--- src/rtl/timer_pkg.sv ---
// timer_pkg: shared timer state encoding and reset state
package timer_pkg;
  typedef enum logic [1:0] {T_IDLE, T_RUN, T_DONE} timer_state_t;
  localparam timer_state_t STATE_RST = T_IDLE;
endpackage

--- src/rtl/adder.sv ---
// adder: WIDTH-bit combinational adder, carry out discarded
module adder #(
  parameter int WIDTH = 8
) (
  input  logic [WIDTH-1:0] a,
  input  logic [WIDTH-1:0] b,
  output logic [WIDTH-1:0] sum
);
  assign sum = a + b;
endmodule

--- src/rtl/countdown_timer.sv ---
// countdown_timer: loadable down-counter, load/done valid-ready handshake with pause and abort
module countdown_timer
  import timer_pkg::*;
#(
  parameter int WIDTH = 8
) (
  input  logic             clk,
  input  logic             rst_sH,
  input  logic             load_valid,
  output logic             load_ready,
  input  logic [WIDTH-1:0] load_value,
  input  logic             pause,
  input  logic             abort,
  output logic [WIDTH-1:0] count,
  output logic             busy,
  output logic             done_valid,
  input  logic             done_ready
);
  timer_state_t state;
  logic [WIDTH-1:0] dec;
  adder #(.WIDTH(WIDTH)) u_dec (.a(count), .b({WIDTH{1'b1}}), .sum(dec));
  assign load_ready = state == T_IDLE;
  assign busy       = state == T_RUN;
  assign done_valid = state == T_DONE;
  always_ff @(posedge clk) begin
    if (rst_sH) begin
      state <= STATE_RST;
      count <= '0;
    end else begin
      case (state)
        T_IDLE: if (load_valid) begin
          count <= load_value;
          state <= load_value != '0 ? T_RUN : T_DONE;
        end
        T_RUN: if (abort) begin
          count <= '0;
          state <= T_IDLE;
        end else if (!pause) begin
          count <= dec;
          if (dec == '0) state <= T_DONE;
        end
        T_DONE: if (done_ready || abort) state <= T_IDLE;
        default: state <= T_IDLE;
      endcase
    end
  end
endmodule

--- config.mk ---
export PLATFORM = sky130hd
export DESIGN_NAME = countdown_timer
export DESIGN_NICKNAME = d
export VERILOG_FILES = /design/src/rtl/timer_pkg.sv /design/src/rtl/adder.sv /design/src/rtl/countdown_timer.sv
export SDC_FILE = /design/constraint.sdc
export NUM_CORES = 1
export LEC_CHECK = 0
export ABC_AREA = 1
export ABC_CLOCK_PERIOD_IN_PS = 1650
export BUFFER_PORTS_ARGS = -buffer_cell sky130_fd_sc_hd__buf_2
export CAP_MARGIN = 20
export CORE_MARGIN = 4
export CORE_UTILIZATION = 30
export DETAILED_ROUTE_END_ITERATION = 10
export MAX_ROUTING_LAYER = met4
export PLACE_DENSITY = 0.58
export RECOVER_POWER = 25
export SKIP_CTS_REPAIR_TIMING = 1
export SYNTH_ARGS = -nofsm -noshare
export SYNTH_HDL_FRONTEND = slang
export SYNTH_SLANG_ARGS = --single-unit
--- constraint.sdc ---
create_clock -name clk -period 1.65 [get_ports clk]
set_input_delay 0.165 -clock clk [delete_from_list [all_inputs] [get_ports clk]]
set_output_delay 0.165 -clock clk [all_outputs]
set_load 0.01 [all_outputs]
Word level (Yosys, flattened, before mapping):

Cells that the tools add are included.
W data, S select, Z words.

* register bits: 10
* output and inout bits: 11
* bits of input ports: 14

* $add $sub $neg: 1
* equality and inequality tests: 6
* reductions and logical operators: 7
* muxes and demuxes: 11

Operator list (count)
* $mux W8: 3
* $pmux W8 S2: 1
* $mux W2: 6
* $add A8 B8 Y8 const B: 1
* $logic_not A8 Y1: 1
* $reduce_bool A8 Y1: 1
* $pmux W2 S3: 1
* $reduce_and A4 Y1: 1
* $ne A3 B2 Y1 const B: 1
* $ne A3 B3 Y1 const B: 1
* $reduce_and A3 Y1: 1
* $eq A2 B1 Y1 const B: 1
* $eq A2 B2 Y1 const B: 1
* $logic_not A2 Y1: 1
* $ne A2 B1 Y1 const B: 1
* $ne A2 B2 Y1 const B: 1
* $reduce_bool A2 Y1: 1
* $logic_or A1 B1 Y1: 1

Longest topological paths before layout:

Gate-level depths: netlist (run 1).

* word-level depth: 6
* depth in mapped cells: 12

Cells and area by module:

From an unflattened synthesis (run 1), not the netlist that was laid out.

* cell total of the unflattened synthesis: 170
* area total of the unflattened synthesis: 1023.5 um^2

By module, submodules not included
* countdown_timer: area an instance 661.9 um^2, cells each 110, times used 1
* adder: area an instance 361.6 um^2, cells each 60, times used 1

Worst setup path before layout (run 1):

Ideal clock, no wire load.

* path type: reg2reg
* start point: register count[0]
* end point: register state[0]
* data arrival time: 1.472 ns
* setup time: 0.113 ns
* cell stages (with the launch flop): 13
* setup slack: 0.065 ns
* clock period less this slack: 1.585 ns
* cells stage by stage: dfxtp_1 > inv_1 > ha_1 > inv_1 > nor2_1 > inv_1 > nand3_1 > nor2_1 > nand3_1 > o21bai_4 > nand2_1 > nand2_1 > nor2_1

* cells in the longest elaborated chain, start to end: 4

RTL lines
* from (decl): line countdown_timer.sv:14 `output logic [WIDTH-1:0] count,`
* from (signal assigned): line countdown_timer.sv:32 `count <= load_value;`
* $add A8 B8 Y8: line adder.sv:9 `assign sum = a + b;`
* $logic_not A8 Y1: line countdown_timer.sv:40 `if (dec == '0) state <= T_DONE;`
* $ne A3 B2 Y1 (no source line)
* $reduce_and A4 Y1 (no source line)
* to (signal assigned): line countdown_timer.sv:33 `state <= load_value != '0 ? T_RUN : T_DONE;`
* to (decl): line countdown_timer.sv:19 `timer_state_t state;`

Every way passes these cells.
A chain may end at the register's enable or synchronous reset.

Worst setup path in the final report (run 1):

* start point: register count[0]
* end point: register state[1]

Same word-level chain as after synthesis.

==> results.md, run 1 <==
* Status: completed
* Clock network power share at 0.117
* Clock Sinks at 10
* Final WL at 2.17 mm
* Switching Share at 0.515
* Worst r2r path cells at 11
* Asr flop ratio synth at 0
* Syn nets at 134
* Max_cap viols at 0
* Sequential power share at 0.239
* Worst r2r dst: state[1]
* Post-Synth XOR/XNOR Area at 0
* Die H at 57.3 µm
* Antenna-violating nets left at 0
* PnR worst setup slack at 0.126 ns
* Hold violation count in the final report at 0
* P&R area growth vs syn at 31.0%
* Post-Syn Instances at 118
* DR vias at 904
* Antenna cells at 0
* Largest net degree at the start of global routing at 10
* Total negative slack at 0 ns
* Placed insts at 173
* Antenna violations before repair at 0
* Crit. End Element: flop
* VDD IR max at 0.000885 V
* Final Non-Filler Cells at 177
* CTS tree: yes
* Worst reg2reg path startpoint: count[0]
* Synth Area in Adders at 0.0343
* Minimum clock period at 1.52 ns
* Min-Delay Path Class: input pin to flop
* Drt pass-1 iters at 4
* Setup violators final at 0
* Simple-Gate Fraction of Synth Area at 0.372
* TritonCTS buffer count at 3
* Post-synthesis sequential area ratio at 0.274
* CP Data Arrival Time at 1.70 ns
* Pwr Density at 2140 nW/µm²
* Core area at 2250 µm²
* Number of synthesized flops with an enable pin at 0
* WHS at 0.164 ns
* Synth Area in Compound Gates at 0.232
* Layout Skew at 0.0154 ns
* F_max at 656 MHz
* Setup WS pre-CTS at 0.0376 ns
* CTS H-tree depth at 1
* Data required time of the worst path at 1.82 ns
* Ys flop type: dfxtp_1
* Largest family of logic cells by synthesized area: simple AND/OR/NAND/NOR gates
* Power Internal at 990 µW
* NetSw at 1.05 mW
* Die Width at 57.3 µm
* Starting Density at 0.324
* Mean post-synth cell area at 6.18 µm²
* Layout cells sized above 1 at 0.275
* Crit path capture: state[1]
* Post-DR wirelength/cell at 12.2 µm
* P_leak at 0.483 nW
* Critical Path Source: count[0]
* First-pass GRT wire length at 3.66 mm
* R2r setup slk at 0.13 ns
* Global route total overflow at 0
* Std-Cell Rows at 17
* Max-slew violations at 0
* Post-Syn Area at 729 µm²
* Worst-path clk slew at 0.09 ns
* Library cells used by synthesis at 20
* Crit-path max FO at 3
* CP Class: flop to flop
* Fillers at 267
* Slew margin rel. at 0.801
* Vias in the first global route at 826
* GRT Util Overall at 0.149
* # DRC at 0
* Synthesis Warnings at 0
* Die Area at 3280 µm²
* Max Root-Sink Buffers at 2
* Slew @ Worst Pin at 0.298 ns
* Pwr Total at 2.04 mW
* Clock tree root driver cell: clkbuf_4
* Vias per cell at 5.11
* Worst setup SP type: flop
* Synth Register Bits at 10
* Routability congestion estimate from global placement at 0.915
* Final period util at 0.924
* Port bufs at 24
* Clk_lat worst skew at 0.29 ns
* NumNets Final at 166
* Commonest non-fill, non-tap cell in the layout: nand2_1
* Initial drt markers at 16
* Logic pwr share at 0.643
* Mux cell area share after synthesis at 0
* HPWL Detailed at 1.73 mm
* Commonest cells after routing, fill and taps aside: 28 x nand2_1, 21 x buf_2, 15 x nor2_1
* Num ports at 25
[cell usage after synthesis (2+ instances only)]
master,n,share of area
nand2_1,28,0.14
a22oi_1,3,0.031
nor2_2,3,0.026
ha_1,2,0.034
nand4_1,2,0.017
inv_1,14,0.072
o21ai_0,11,0.075
a21oi_1,12,0.082
dfxtp_1,10,0.27
nor2_1,16,0.082
nand3_1,8,0.055
[worst min-delay path by stage]
stage	endpoint	slack, ns	depth (start not counted)	from
after floorplan	state[1]	0.33	3	rst_sH
after global placement	state[1]	0.46	4	rst_sH
after detailed placement	state[1]	0.44	4	rst_sH
after CTS	state[1]	0.15	4	rst_sH
after global routing	state[1]	0.21	4	rst_sH
final	state[1]	0.16	4	rst_sH
[metal layers]
| layer | global-route usage | routed length [µm] |
|---|---|---|
| met1 | 0.175 | 983 |
| met2 | 0.243 | 1010 |
| met3 | 0.0452 | 127 |
| met4 | 0.0497 | 40 |
| met5 | - | 0 |
[cell type report]
class / instances / area (µm²) / share of cell area
flip-flops and latches: 10 / 201 / 0.211
well taps: 28 / 35.0 / 0.0366
multi-input cells: 92 / 480 / 0.503
clock buffers: 4 / 36.3 / 0.0380
repair buffers: 27 / 139 / 0.145
inverters: 16 / 63.8 / 0.0668
[metrics by stage]
step / utilization / area, µm²
after floorplan: - / 729
after global placement: 0.402 / 907
after detailed placement: 0.402 / 907
after CTS: 0.418 / 943
after global routing: 0.424 / 956
final: 0.424 / 956
[power groups by stage]
| stage | clock, mW | sequential (mW) | combinational, mW |
|---|---|---|---|
| floorplan | 0 | 0.511 | 0.844 |
| global placement | 0 | 0.483 | 1.27 |
| finish | 0.239 | 0.489 | 1.32 |
| CTS | 0.245 | 0.483 | 1.29 |
| global route | 0.257 | 0.511 | 1.50 |
| detailed placement | 0 | 0.488 | 1.29 |
[critical path, cell delays in order, from the launching register on]
cell and delay [ns]:
dfxtp_1 0.32, inv_1 0.12, ha_4 0.16, inv_1 0.05, nor2_2 0.13, nand4_1 0.11
nand2_1 0.11, nor2_1 0.04, nand2_1 0.10, o21bai_4 0.09, o21ai_1 0.13, inv_1 0.05
[flip-flops by register name, summed over array words and instances (netlist names)]
register,flops
count,8
state,2
[cell families after synthesis]
logic type                 Yosys count
and+or+nand+nor                     61
AOI/OAI and AO/OA                   29
buffers and inverters               16
DFF                                 10
adders and majority gates            2
Power figures use the tool's default switching activity.
==> inputs of run 2 (changes only) <==
ABC_CLOCK_PERIOD_IN_PS = 1300   (was 1650)
PLACE_DENSITY = 0.6   (was 0.58)
clock period = 1.3 ns   (was 1.65 ns; I/O delays follow)
==> run 2 against run 1 <==
Routed wire length rose by 9.0%. Highest routed layer unchanged. Clock skew fell by 0.014 ns. Global-route usage fell by 0.16 points. Count of clock-buffer cells in the layout down 1. Largest cell class unchanged. The run now ends with setup timing left.
==> results.md, run 2 (same netlist as run 1, synthesis figures left out) <==
* Status: complete, but fails checks
* Failing checks: setup timing
* Crit. End Element: flop
* Clk_lat worst skew at 0.27 ns
* Worst-path clk slew at 0.08 ns
* DR WL met3 at 197 µm
* HPWL Detailed at 1.78 mm
* Initial drt markers at 37
* Final period util at 1.12
* Post-DR wirelength/cell at 12.1 µm
* Clock network power share at 0.073
* Final Non-Filler Cells at 195
* Drt pass-1 iters at 4
* Port bufs at 24
* Commonest cells after routing, fill and taps aside: 26 x nand2_1, 23 x buf_2, 22 x buf_4
* Final WL at 2.36 mm
* CTS tree: yes
* Max Used Layer: met4
* Largest net degree at the start of global routing at 11
* Area of the multi-input gates at 522 µm²
* CP Class: flop to flop
* Top reg by flops: count
* Die Area at 3280 µm²
* Fin util at 0.508
* NetSw at 1.55 mW
* Antenna-violating nets left at 0
* Num ports at 25
* PnR worst setup slack at -0.161 ns
* Max-slew violations at 0
* Power Internal at 1.68 mW
* Starting Density at 0.324
* Number of flip-flops under the largest register name at 8
* Vias per cell at 5.01
* TritonCTS buffer count at 3
* Vias in the first global route at 862
* Layout cells sized above 1 at 0.437
* Sequential power share at 0.203
* Layout Skew at 0.00192 ns
* Crit-path max FO at 3
* Max_cap viols at 0
* Setup violators final at 5
* Switching Share at 0.480
* Worst setup SP type: flop
* Slew margin rel. at 0.824
* Die H at 57.3 µm
* Routability congestion estimate from global placement at 0.886
* Metal-1 WL at 965 µm
* P_leak at 0.583 nW
* Slew @ Worst Pin at 0.264 ns
* Fillers at 252
* CTS H-tree depth at 1
* GRT Util Overall at 0.148
* VDD IR max at 0.00128 V
* F_max at 684 MHz
* First-pass GRT wire length at 3.67 mm
* RSZ-0062 raised after global routing: true
* DR vias at 976
* Logic pwr share at 0.724
* CP Data Arrival Time at 1.64 ns
* Commonest non-fill, non-tap cell in the layout: nand2_1
* Minimum clock period at 1.46 ns
* Antenna cells at 0
* Die Width at 57.3 µm
* Sequential cell area at 210 µm²
* Hold violation count in the final report at 0
* P&R area growth vs syn at 56.9%
* Antenna violations before repair at 0
* Data required time of the worst path at 1.48 ns
* Global route total overflow at 0
* # DRC at 0
* Detail Route met2 WL at 1.16 mm
* Largest registers: count (8), state (2)
* Placed insts at 190
* Min-Delay Path Class: input pin to flop
* Clock Sinks at 10
* Clock tree root driver cell: clkbuf_4
* Std-Cell Rows at 17
* Core area at 2250 µm²
* NumNets Final at 185
* Pwr Density at 2820 nW/µm²
* Max Root-Sink Buffers at 2
## run 2: worst paths after layout
path / to / startpoint / slack [ns] / cells after the start
worst max-delay path: state[0] / count[1] / -0.16 / 12
worst min-delay path: state[1] / rst_sH / 0.12 / 4
worst max register to register: state[0] / count[1] / -0.16 / 12
worst min register to register: count[0] / count[0] / 0.51 / 2
## run 2: layer usage
metal / GRT usage / up-vias
li1: - / 486
met1: 0.172 / 437
met2: 0.250 / 45
met3: 0.0430 / 8
met4: 0.0364 / 0
met5: - / -
## run 2: critical path, stage by stage, from the launching register on
cell	delay [ns]
dfxtp_4	0.38
inv_4	0.04
ha_4	0.16
inv_4	0.06
nor2_4	0.04
inv_2	0.05
nand3_2	0.06
nor2_2	0.12
nand3_2	0.11
o21bai_4	0.17
nand2_1	0.07
nand2_1	0.06
nor2_1	0.04
## run 2: metrics by stage
step                power [mW]  instance area, µm²  hold WS, ns  setup WS, ns  setup TNS (ns)
floorplan                 1.81                 757        0.291       -0.0492         -0.0681
global placement          2.69                1060        0.406        -0.117          -0.507
detailed placement        2.72                1060        0.418        -0.152          -0.540
CTS                       2.98                1080        0.128        -0.197          -0.727
global route              3.49                1140        0.164        -0.259           -1.24
finish                    3.22                1140        0.121        -0.161          -0.280
## run 2: cell type report
cell class	count	area share
inverters	16	0.0623
clock buffers	3	0.0197
repair buffers	46	0.248
well taps	28	0.0306
multi-input cells	92	0.456
flip-flops and latches	10	0.184
## run 2: power by group through the flow
stage / logic [mW] / registers [mW] / clock network (mW)
after global routing: 2.57 / 0.674 / 0.246
after floorplan: 1.12 / 0.683 / 0
after CTS: 2.13 / 0.618 / 0.235
final: 2.33 / 0.654 / 0.237
after detailed placement: 2.10 / 0.626 / 0
after global placement: 2.06 / 0.623 / 0
